`src/rtl/tx_packet_parser_pkg.sv`:
```
// Shared constants, header layout and state encoding for the TX packet parser.
package tx_packet_parser_pkg;

   localparam int          PKT_WORDS         = 256;
   localparam int          HDR_WORDS         = 4;
   localparam int          MAX_PAYLOAD_BYTES = 504;
   localparam int          MAX_PAYLOAD_WORDS = MAX_PAYLOAD_BYTES / 2;
   localparam logic [31:0] IMMEDIATE_TS      = 32'hFFFF_FFFF;

   // Header word 0 / word 1 bit positions
   localparam int W0_TAG_MSB   = 15;
   localparam int W0_TAG_LSB   = 9;
   localparam int W0_LEN_MSB   = 8;
   localparam int W0_LEN_LSB   = 0;
   localparam int W1_OVERRUN   = 15;
   localparam int W1_UNDERRUN  = 14;
   localparam int W1_START     = 13;
   localparam int W1_END       = 12;
   localparam int W1_CHAN_MSB  = 4;
   localparam int W1_CHAN_LSB  = 0;

   typedef enum logic [2:0] {
      ST_IDLE      = 3'd0,
      ST_HDR       = 3'd1,
      ST_WAIT_TIME = 3'd2,
      ST_PAYLOAD   = 3'd3,
      ST_DISCARD   = 3'd4
   } tx_state_e;

   function automatic logic len_clamped(input logic [8:0] len_bytes);
      return (len_bytes > 9'(MAX_PAYLOAD_BYTES));
   endfunction

   // Payload words to forward: bytes rounded up to whole words, capped.
   function automatic logic [7:0] payload_words(input logic [8:0] len_bytes);
      if (len_clamped(len_bytes)) begin
         return 8'(MAX_PAYLOAD_WORDS);
      end else begin
         return 8'((len_bytes + 9'd1) >> 1);
      end
   endfunction

endpackage

```
`src/rtl/tx_ts_compare.sv`:
```
// Signed wrap-aware comparison of a packet timestamp against the running sample clock.
module tx_ts_compare
   import tx_packet_parser_pkg::*;
(
   input  logic [31:0] ts,
   input  logic [31:0] cur_time,
   output logic        late,
   output logic        now,
   output logic        future
);

   logic signed [31:0] diff_s;

   // Difference taken modulo 2^32 so the counter may wrap between header and send time.
   always_comb begin
      diff_s = signed'(ts - cur_time);
      late   = (diff_s < 32'sd0);
      now    = (diff_s == 32'sd0);
      future = !late && !now;
   end

endmodule

```
`src/rtl/tx_packet_parser.sv`:
```
// Reads 256-word packets from the upstream USB FIFO, honours the header timestamp
// and forwards the payload to one destination FIFO; always consumes exactly 256 words.
module tx_packet_parser
   import tx_packet_parser_pkg::*;
#(
   parameter int         NUM_CHAN = 2,
   parameter logic [4:0] CMD_CHAN = 5'h1F
) (
   input  logic                txclk,
   input  logic                reset,
   input  logic [15:0]         usbdata,
   input  logic                have_pkt_rdy,
   output logic                rdreq,
   input  logic [31:0]         timestamp_clock,
   input  logic [NUM_CHAN:0]   dst_almost_full,
   output logic [15:0]         wr_data,
   output logic [NUM_CHAN:0]   wr_en,
   input  logic                clear_status,
   output logic                late_drop,
   output logic                bad_pkt,
   output logic                busy,
   output logic [15:0]         debugbus
);

   localparam logic [NUM_CHAN:0] EN_ONE = {{NUM_CHAN{1'b0}}, 1'b1};

   tx_state_e         state_r;
   logic [8:0]        req_cnt_r;
   logic [7:0]        pay_req_r;
   logic [7:0]        pay_words_r;
   logic [2:0]        hdr_cnt_r;
   logic [8:0]        len_r;
   logic [4:0]        chan_r;
   logic [31:0]       ts_r;
   logic [NUM_CHAN:0] dest_mask_r;
   logic              rdreq_r;
   logic              rd_vld_r;
   logic [NUM_CHAN:0] wr_en_r;
   logic [15:0]       wr_data_r;
   logic              late_drop_r;
   logic              bad_pkt_r;
   logic              busy_r;

   logic              chan_ok_s;
   logic [NUM_CHAN:0] chan_mask_s;
   logic              ts_late_s;
   logic              ts_now_s;
   logic              ts_future_s;
   logic              pipe_idle_s;
   logic              dest_af_s;
   logic              pay_more_s;

   tx_ts_compare u_ts_compare (
      .ts       (ts_r),
      .cur_time (timestamp_clock),
      .late     (ts_late_s),
      .now      (ts_now_s),
      .future   (ts_future_s)
   );

   // Destination decode: data channels map directly, the command channel sits above them.
   always_comb begin
      chan_ok_s   = 1'b0;
      chan_mask_s = '0;
      if (chan_r == CMD_CHAN) begin
         chan_ok_s   = 1'b1;
         chan_mask_s = EN_ONE << NUM_CHAN;
      end else if (chan_r < 5'(NUM_CHAN)) begin
         chan_ok_s   = 1'b1;
         chan_mask_s = EN_ONE << chan_r;
      end else begin
         chan_ok_s   = 1'b0;
         chan_mask_s = '0;
      end
   end

   // One payload word in flight at a time keeps the 1-word almost-full margin safe.
   always_comb begin
      pipe_idle_s = !rdreq_r && !rd_vld_r && !(|wr_en_r);
      dest_af_s   = |(dst_almost_full & dest_mask_r);
      pay_more_s  = (pay_req_r < pay_words_r);
   end

   // Packet FSM with registered read strobe, write path and sticky status.
   always_ff @(posedge txclk or posedge reset) begin
      if (reset) begin
         state_r     <= ST_IDLE;
         req_cnt_r   <= 9'd0;
         pay_req_r   <= 8'd0;
         pay_words_r <= 8'd0;
         hdr_cnt_r   <= 3'd0;
         len_r       <= 9'd0;
         chan_r      <= 5'd0;
         ts_r        <= 32'd0;
         dest_mask_r <= '0;
         rdreq_r     <= 1'b0;
         rd_vld_r    <= 1'b0;
         wr_en_r     <= '0;
         wr_data_r   <= 16'd0;
         late_drop_r <= 1'b0;
         bad_pkt_r   <= 1'b0;
         busy_r      <= 1'b0;
      end else begin
         rd_vld_r <= rdreq_r;
         wr_en_r  <= '0;
         // Clear first so a set later in this block takes priority.
         if (clear_status) begin
            late_drop_r <= 1'b0;
            bad_pkt_r   <= 1'b0;
         end
         if (rd_vld_r && (state_r == ST_PAYLOAD)) begin
            wr_en_r   <= dest_mask_r;
            wr_data_r <= usbdata;
         end
         case (state_r)
            ST_IDLE: begin
               rdreq_r <= 1'b0;
               if (have_pkt_rdy) begin
                  state_r   <= ST_HDR;
                  busy_r    <= 1'b1;
                  rdreq_r   <= 1'b1;
                  req_cnt_r <= 9'd1;
                  hdr_cnt_r <= 3'd0;
                  pay_req_r <= 8'd0;
               end
            end
            ST_HDR: begin
               if (rd_vld_r) begin
                  hdr_cnt_r <= hdr_cnt_r + 3'd1;
                  case (hdr_cnt_r)
                     3'd0:    len_r        <= usbdata[W0_LEN_MSB:W0_LEN_LSB];
                     3'd1:    chan_r       <= usbdata[W1_CHAN_MSB:W1_CHAN_LSB];
                     3'd2:    ts_r[15:0]   <= usbdata;
                     3'd3:    ts_r[31:16]  <= usbdata;
                     default: ts_r         <= ts_r;
                  endcase
               end
               if (req_cnt_r < 9'(HDR_WORDS)) begin
                  rdreq_r   <= 1'b1;
                  req_cnt_r <= req_cnt_r + 9'd1;
               end else begin
                  rdreq_r <= 1'b0;
               end
               if (hdr_cnt_r == 3'(HDR_WORDS)) begin
                  pay_words_r <= payload_words(len_r);
                  dest_mask_r <= chan_mask_s;
                  if (len_clamped(len_r)) begin
                     bad_pkt_r <= 1'b1;
                  end
                  if (!chan_ok_s) begin
                     bad_pkt_r <= 1'b1;
                     state_r   <= ST_DISCARD;
                  end else if (ts_r == IMMEDIATE_TS) begin
                     state_r <= ST_PAYLOAD;
                  end else if (ts_late_s) begin
                     late_drop_r <= 1'b1;
                     state_r     <= ST_DISCARD;
                  end else if (ts_future_s) begin
                     state_r <= ST_WAIT_TIME;
                  end else begin
                     state_r <= ST_PAYLOAD;
                  end
               end
            end
            ST_WAIT_TIME: begin
               rdreq_r <= 1'b0;
               if (ts_now_s) begin
                  state_r <= ST_PAYLOAD;
               end
            end
            ST_PAYLOAD: begin
               if (pay_more_s && pipe_idle_s && !dest_af_s) begin
                  rdreq_r   <= 1'b1;
                  req_cnt_r <= req_cnt_r + 9'd1;
                  pay_req_r <= pay_req_r + 8'd1;
               end else begin
                  rdreq_r <= 1'b0;
                  if (!pay_more_s && pipe_idle_s) begin
                     state_r <= ST_DISCARD;
                  end
               end
            end
            ST_DISCARD: begin
               if (req_cnt_r < 9'(PKT_WORDS)) begin
                  rdreq_r   <= 1'b1;
                  req_cnt_r <= req_cnt_r + 9'd1;
               end else begin
                  rdreq_r <= 1'b0;
                  state_r <= ST_IDLE;
                  busy_r  <= 1'b0;
               end
            end
            default: begin
               rdreq_r <= 1'b0;
               state_r <= ST_IDLE;
               busy_r  <= 1'b0;
            end
         endcase
      end
   end

   assign rdreq     = rdreq_r;
   assign wr_en     = wr_en_r;
   assign wr_data   = wr_data_r;
   assign late_drop = late_drop_r;
   assign bad_pkt   = bad_pkt_r;
   assign busy      = busy_r;
   assign debugbus  = {state_r, req_cnt_r[7:0], chan_r};

endmodule

```
`config.mk`:
```
export PLATFORM = sky130hd
export DESIGN_NAME = tx_packet_parser
export DESIGN_NICKNAME = d
export VERILOG_FILES = /design/src/rtl/tx_packet_parser_pkg.sv /design/src/rtl/tx_ts_compare.sv /design/src/rtl/tx_packet_parser.sv
export SDC_FILE = /design/constraint.sdc
export NUM_CORES = 1
export LEC_CHECK = 0
export CELL_PAD_IN_SITES_DETAIL_PLACEMENT = 0
export CELL_PAD_IN_SITES_GLOBAL_PLACEMENT = 1
export CORE_MARGIN = 4
export CORE_UTILIZATION = 30
export DETAILED_ROUTE_END_ITERATION = 8
export PLACE_DENSITY = 0.57
export SLEW_MARGIN = 20
export SYNTH_ARGS = -nofsm -noshare
export SYNTH_HDL_FRONTEND = slang
export SYNTH_SLANG_ARGS = --single-unit
```
`constraint.sdc`:
```
create_clock -name txclk -period 4.15 [get_ports txclk]
set_input_delay 0.83 -clock txclk [delete_from_list [all_inputs] [get_ports txclk]]
set_output_delay 0.83 -clock txclk [all_outputs]
set_load 0.01 [all_outputs]
```
# --- Word-level counts from Yosys, hierarchy flattened ---
# Cells that the tools add are included.
classes:
  shifts: 1
  n_addsub: 5
  n_bitwise: 2
  muxes: 47
  n_lt_le_gt_ge: 6
  eq_ne: 20
  reduce_logical: 33
ops:
  columns: ["cell", "count"]
  rows:
  - ["$mux 3", 14]
  - ["$mux 9", 4]
  - ["$pmux 9 s4", 1]
  - ["$eq 32x32->1 const B", 1]
  - ["$logic_not 32->1", 1]
  - ["$lt 32x1->1 const B", 1]
  - ["$sub 32x32->32", 1]
  - ["$mux 8", 3]
  - ["$reduce_and 3->1", 7]
  - ["$mux 1", 20]
  - ["$add 9x1->9 const B", 2]
  - ["$ne 2x2->1 const B", 8]
  - ["$pmux 8 s2", 1]
  - ["$pmux 3 s5", 1]
  - ["$eq 3x2->1 const B", 4]
  - ["$gt 9x9->1 const B", 1]
  - ["$lt 9x3->1 const B", 1]
  - ["$lt 9x9->1 const B", 1]
  - ["$reduce_or 3->1", 3]
  - ["$add 8x1->8 const B", 1]
  - ["$lt 8x8->1", 1]
  - ["$logic_and 1x1->1", 7]
  - ["$logic_not 1->1", 7]
  - ["$eq 3x1->1 const B", 2]
  - ["17 further kinds", 21]
totals:
  register_bits: 104
  input_bits: 55
  output_inout_bits: 39

# --- Logic depth before layout (Yosys ltp) ---
depth:
  word_depth: 10
  mapped_depth: 12
  ltp_nobuf: 12

# --- Hierarchy ---
# From an unflattened synthesis, not the netlist that was laid out.
unflattened:
  cells_unflattened: 780
  area_unflattened_um2: 7264.5
by_module_without_submodules:
  columns: ["module", "cells_each", "n_inst", "area_each_um2"]
  rows:
  - ["tx_packet_parser", 425, 1, 4944.7]
  - ["tx_ts_compare", 355, 1, 2319.7]

# --- Least setup slack after synthesis ---
# No wires, ideal clock.
synth_path:
  kind: "in2reg"
  startpoint: "input timestamp_clock[0]"
  endpoint: "register state_r[0]"
  path_stages: 11
  path_buffers: 0
  t_arrival_ns: 3.347
  setup_slack_ns: 0.726
  cell_sequence: "ha_1 -> fa_1 -> and2b_1 -> o2111ai_1 -> a21oi_1 -> o2111a_1 -> a211oi_1 -> or4_1 -> nor4_1 -> nand4_1 -> o21ai_1"
synth_between:
  elab_chain_cells: 10
  word_cells_on_any_way: 14
synth_lines:
  columns: ["element", "line_no", "source"]
  rows:
  - ["from (decl)", "tx_packet_parser.sv:14", "input logic [31:0] timestamp_clock,"]
  - ["$sub 32x32->32 *", "tx_ts_compare.sv:16", "diff_s = signed'(ts - cur_time);"]
  - ["$lt 32x1->1 / $logic_not 32->1 (equally long branches)", "tx_ts_compare.sv:17, tx_ts_compare.sv:18", null]
  - ["$logic_not 1->1", "tx_ts_compare.sv:19", "future = !late && !now;"]
  - ["$logic_and 1x1->1", "tx_ts_compare.sv:19", null]
  - ["$mux 1", "tx_packet_parser.sv:158", "end else if (ts_future_s) begin"]
  - ["$mux 3", "tx_packet_parser.sv:155", "end else if (ts_late_s) begin"]
  - ["$mux 3", "tx_packet_parser.sv:153", "end else if (ts_r == IMMEDIATE_TS) begin"]
  - ["$mux 3", "tx_packet_parser.sv:150", "if (!chan_ok_s) begin"]
  - ["$mux 3", "tx_packet_parser.sv:144", "if (hdr_cnt_r == 3'(HDR_WORDS)) begin"]
  - ["$pmux 3 s5", "tx_packet_parser.sv:115", "case (state_r)"]
  - ["to (signal assigned)", "tx_packet_parser.sv:119", "state_r <= ST_HDR;"]
  - ["to (signal assigned)", "tx_packet_parser.sv:152", "state_r <= ST_DISCARD;"]
  - ["to (signal assigned)", "tx_packet_parser.sv:154", "state_r <= ST_PAYLOAD;"]
  - ["to (decl)", "tx_packet_parser.sv:27", "tx_state_e state_r;"]
# Mark *: on every way between the ends. The rest lies on a longest branch, timed or not. The select of a mux whose other input is x is not followed.
# A chain may end at the register's enable or synchronous reset.

# --- Worst setup path in the final report ---
# Ends and elaborated chain as after synthesis.

==> metrics.yaml <==
power_and_ir_drop:
  vdd_drop_max_mv: 0.305
  p_sw_mw: 2.73
  powerDensity_nw_per_um2: 716
  power_frac_seq_pct: 29.2
  clockPowerShare_pct: 13.9
  internal_power_mw: 3.62
  power_frac_comb_pct: 56.9
  total_leakage_power_nw: 3.87
  swShare_pct: 43.0
sta:
  setup_viol: 0
  hold_slack_ns: 0.406
  finalHoldViolations: 0
  post-route-period-util_pct: 95.5
  fin_setup_tns_ns: 0
  relSlewSlack_pct: 44.4
  rsz0062_at_grt: "false"
  worst_slew_pin_slew_ns: 0.831
  fin_skew_ns: 0.00934
  slew_violations: 0
  fmax_mhz: 252
  post-route-min-period_ns: 3.96
synth:
  synthMuxAreaShare_pct: 11.0
  synth_edf_count: 0
  synth-xor-area-share_pct: 2.37
  ys_types: 66
  synthSimpleGateAreaFrac_pct: 17.8
  synth_nets: 865
  synthArstFlopShare_pct: 100
  synth_top_family_by_area: "simple AND/OR/NAND/NOR gates"
  syn_area_per_cell_um2: 9.20
  synth_area_um2: 7010
  synth_seq_area_share_pct: 37.1
  synth_ff_type: "dfrtp_1"
  synth_adder_area_share_pct: 8.67
  ys_warn_count: 0
  syn_inst: 762
  synth_compound_gate_area_share_pct: 16.9
  synth-seq-cells: 104
clocking:
  cts-root-buf: "clkbuf_16"
  clk_latency_ns: 0.35
  cts_sinks: 104
  clock_path_buffers: 2
  cts_buffers: 9
  clk_pin_slew_ns: 0.08
  htree_levels: 3
  cts_tree: "yes"
placed_design:
  place_inst: 1187
  dpl-instance-area_um2: 8560
  portBuffers: 93
  dp_hpwl_mm: 17.7
  place_congestion: 0.887
setup_path:
  cp.depth: 13
  cp.buffers_inverters: 2
  critical_path_class: "in2reg"
  max_stage_delay_ns: 0.56
  reg2reg_depth: 13
  slowest_stage: "or4_1"
  worst_setup_path_start_kind: "input pin"
  rr_startpoint: "ts_r[0]$_DFFE_PP0P_"
  cp_top_family: "simple AND/OR/NAND/NOR gates"
  crit_end: "state_r[0]$_DFFE_PP0P_"
  cp_data_required_time_ns: 4.44
  reg2reg_to: "state_r[0]$_DFFE_PP0P_"
  rrSetupSlack_ns: 0.68
  crit_arrival_ns: 4.25
  crit_fanout: 3
  crit_path_start: "timestamp_clock[0]"
  worstSetupEndpointType: "register"
  crit_chain: "clkdlybuf4s50_1 -> ha_1 -> fa_1 -> and2b_1 -> o2111ai_1 -> a21oi_1 -> o2111a_1 -> a211oi_1 -> or4_1 -> nor4_2 -> buf_4 -> nand4_1 -> o21ai_1"
routing:
  wl_per_cell_um: 18.3
  first_iter_violations: 278
  vias: 6279
  via_per_inst: 5.22
  ant_nets: 0
  routed_wl_mm: 22.0
  dr.pass1.iters: 5
  drc_errors: 0
cells_and_area:
  layout.cells.non_filler: 1203
  final_cell_mix: "dfrtp_1 (104), clkdlybuf4s50_1 (93), mux2_2 (65), inv_1 (64), nand2_1 (57)"
  layout.nets: 988
  post-route-util_pct: 38.8
  drive_gt1_share_pct: 15.8
  syn2layout_area_growth_pct: 26.5
  final_common_cell: "dfrtp_1"
  fin_area_um2: 8870
  diodes: 0
global_route:
  grt_pass1_vias: 6496
  grt_max_degree: 54
  grt_overflow_total: 0
  grt_use_total_pct: 17.1
  grt_first_pass_wirelength_mm: 35.4
  antenna_found_initial: 0
die:
  core_um2: 22800
  initial_core_util_pct: 30.7
  fp.dieH_um: 161
  die_x_um: 161
  num_io_pins: 94
  dieArea_um2: 25900
  placementRows: 55
run:
  drv_cap: 0
worst_hold_path:
  hold_start: "rdreq$_DFF_PP0_"
  worstHoldPathType: "reg2reg"
outcome:
  status: "finished, final reports clean"
layout make-up:
| cell class | count | area, µm² |
|---|---|---|
| Fill cell | 2343 | 14000 |
| Inverter | 65 | 246 |
| Timing Repair Buffer | 145 | 1330 |
| Tap cell | 313 | 392 |
| Clock buffer | 10 | 229 |
| Clock inverter | 6 | 77.6 |
| Sequential cell | 104 | 2600 |
| Multi-Input combinational cell | 560 | 3990 |
registers in the layout, indices dropped and copies added (netlist names), 3 cells and up:
name         cells
chan_r           5
wr_data         16
hdr_cnt_r        3
pay_words_r      8
pay_req_r        8
wr_en            3
state_r          3
req_cnt_r        9
ts_r            32
dest_mask_r      3
len_r            9
power by group through the flow:
stage	combinational [mW]	clock (mW)	sequential [mW]
detailed placement	3.59	0	1.87
global placement	3.57	0	1.86
finish	3.61	0.884	1.85
global route	4.02	0.965	1.92
CTS	3.62	0.916	1.85
floorplan	2.31	0	1.73
Yosys cell counts, types with 4 or more instances:
cell type	number	area, µm²
a211oi_1	9	67.6
a21o_1	10	75.1
a21oi_1	42	210
a31oi_1	8	50.1
and3_1	11	68.8
buf_2	6	30.0
buf_4	8	60.1
clkbuf_1	16	60.1
dfrtp_1	104	2600
ha_1	47	588
inv_1	65	244
mux2_2	65	732
nand2_1	57	214
nand2b_1	17	106
nand3_1	27	135
nand4_1	23	144
nor2_1	46	173
nor2b_1	9	56.3
nor3_1	21	105
nor4_1	7	43.8
o2111ai_1	7	61.3
o211ai_1	10	75.1
o21a_1	4	30.0
o21ai_0	37	185
o21ai_1	4	20.0
o21bai_1	4	30.0
o31ai_1	9	67.6
or3_1	8	50.1
or4_1	6	45.0
xnor2_1	8	70.1
xor2_1	11	96.3
worst min path at each step:
stage	end	slack [ns]	depth (start not counted)
floorplan	rd_vld_r$_DFF_PP0_	0.43	0
global placement	rd_vld_r$_DFF_PP0_	0.39	0
detailed placement	rd_vld_r$_DFF_PP0_	0.39	0
CTS	rd_vld_r$_DFF_PP0_	0.42	0
global route	rd_vld_r$_DFF_PP0_	0.44	0
finish	rd_vld_r$_DFF_PP0_	0.41	0
through the flow:
stage / power [mW] / worst slack (ns)
global route: 6.91 / 0.0509
detailed placement: 5.47 / -0.221
CTS: 6.39 / 0.120
floorplan: 4.04 / 0.588
finish: 6.35 / 0.187
global placement: 5.44 / -0.186
what timing repair did:
| item | 4_1_cts | 5_1_grt |
|---|---|---|
| setup buffers | 0 | 0 |
| resized for setup | 0 | 1 |
| endpoints found under the setup margin | 0 | 1 |
| hold buffers | 0 | 0 |
per-layer routing:
metal  GRT usage [%]  part of all wire [%]  vias up
li1                -                     -     3026
met1            22.6                    46     3078
met2            29.6                    49      150
met3            2.57                   3.6       25
met4            4.23                   1.8        0
met5               0                     0        -
cells by family after synthesis:
family | after synthesis
simple gates | 246
compound gates | 178
flops | 104
buf+inv | 98
mux | 69
fa+ha+maj | 48
xor+xnor | 19
Power figures use the tool's default switching activity.
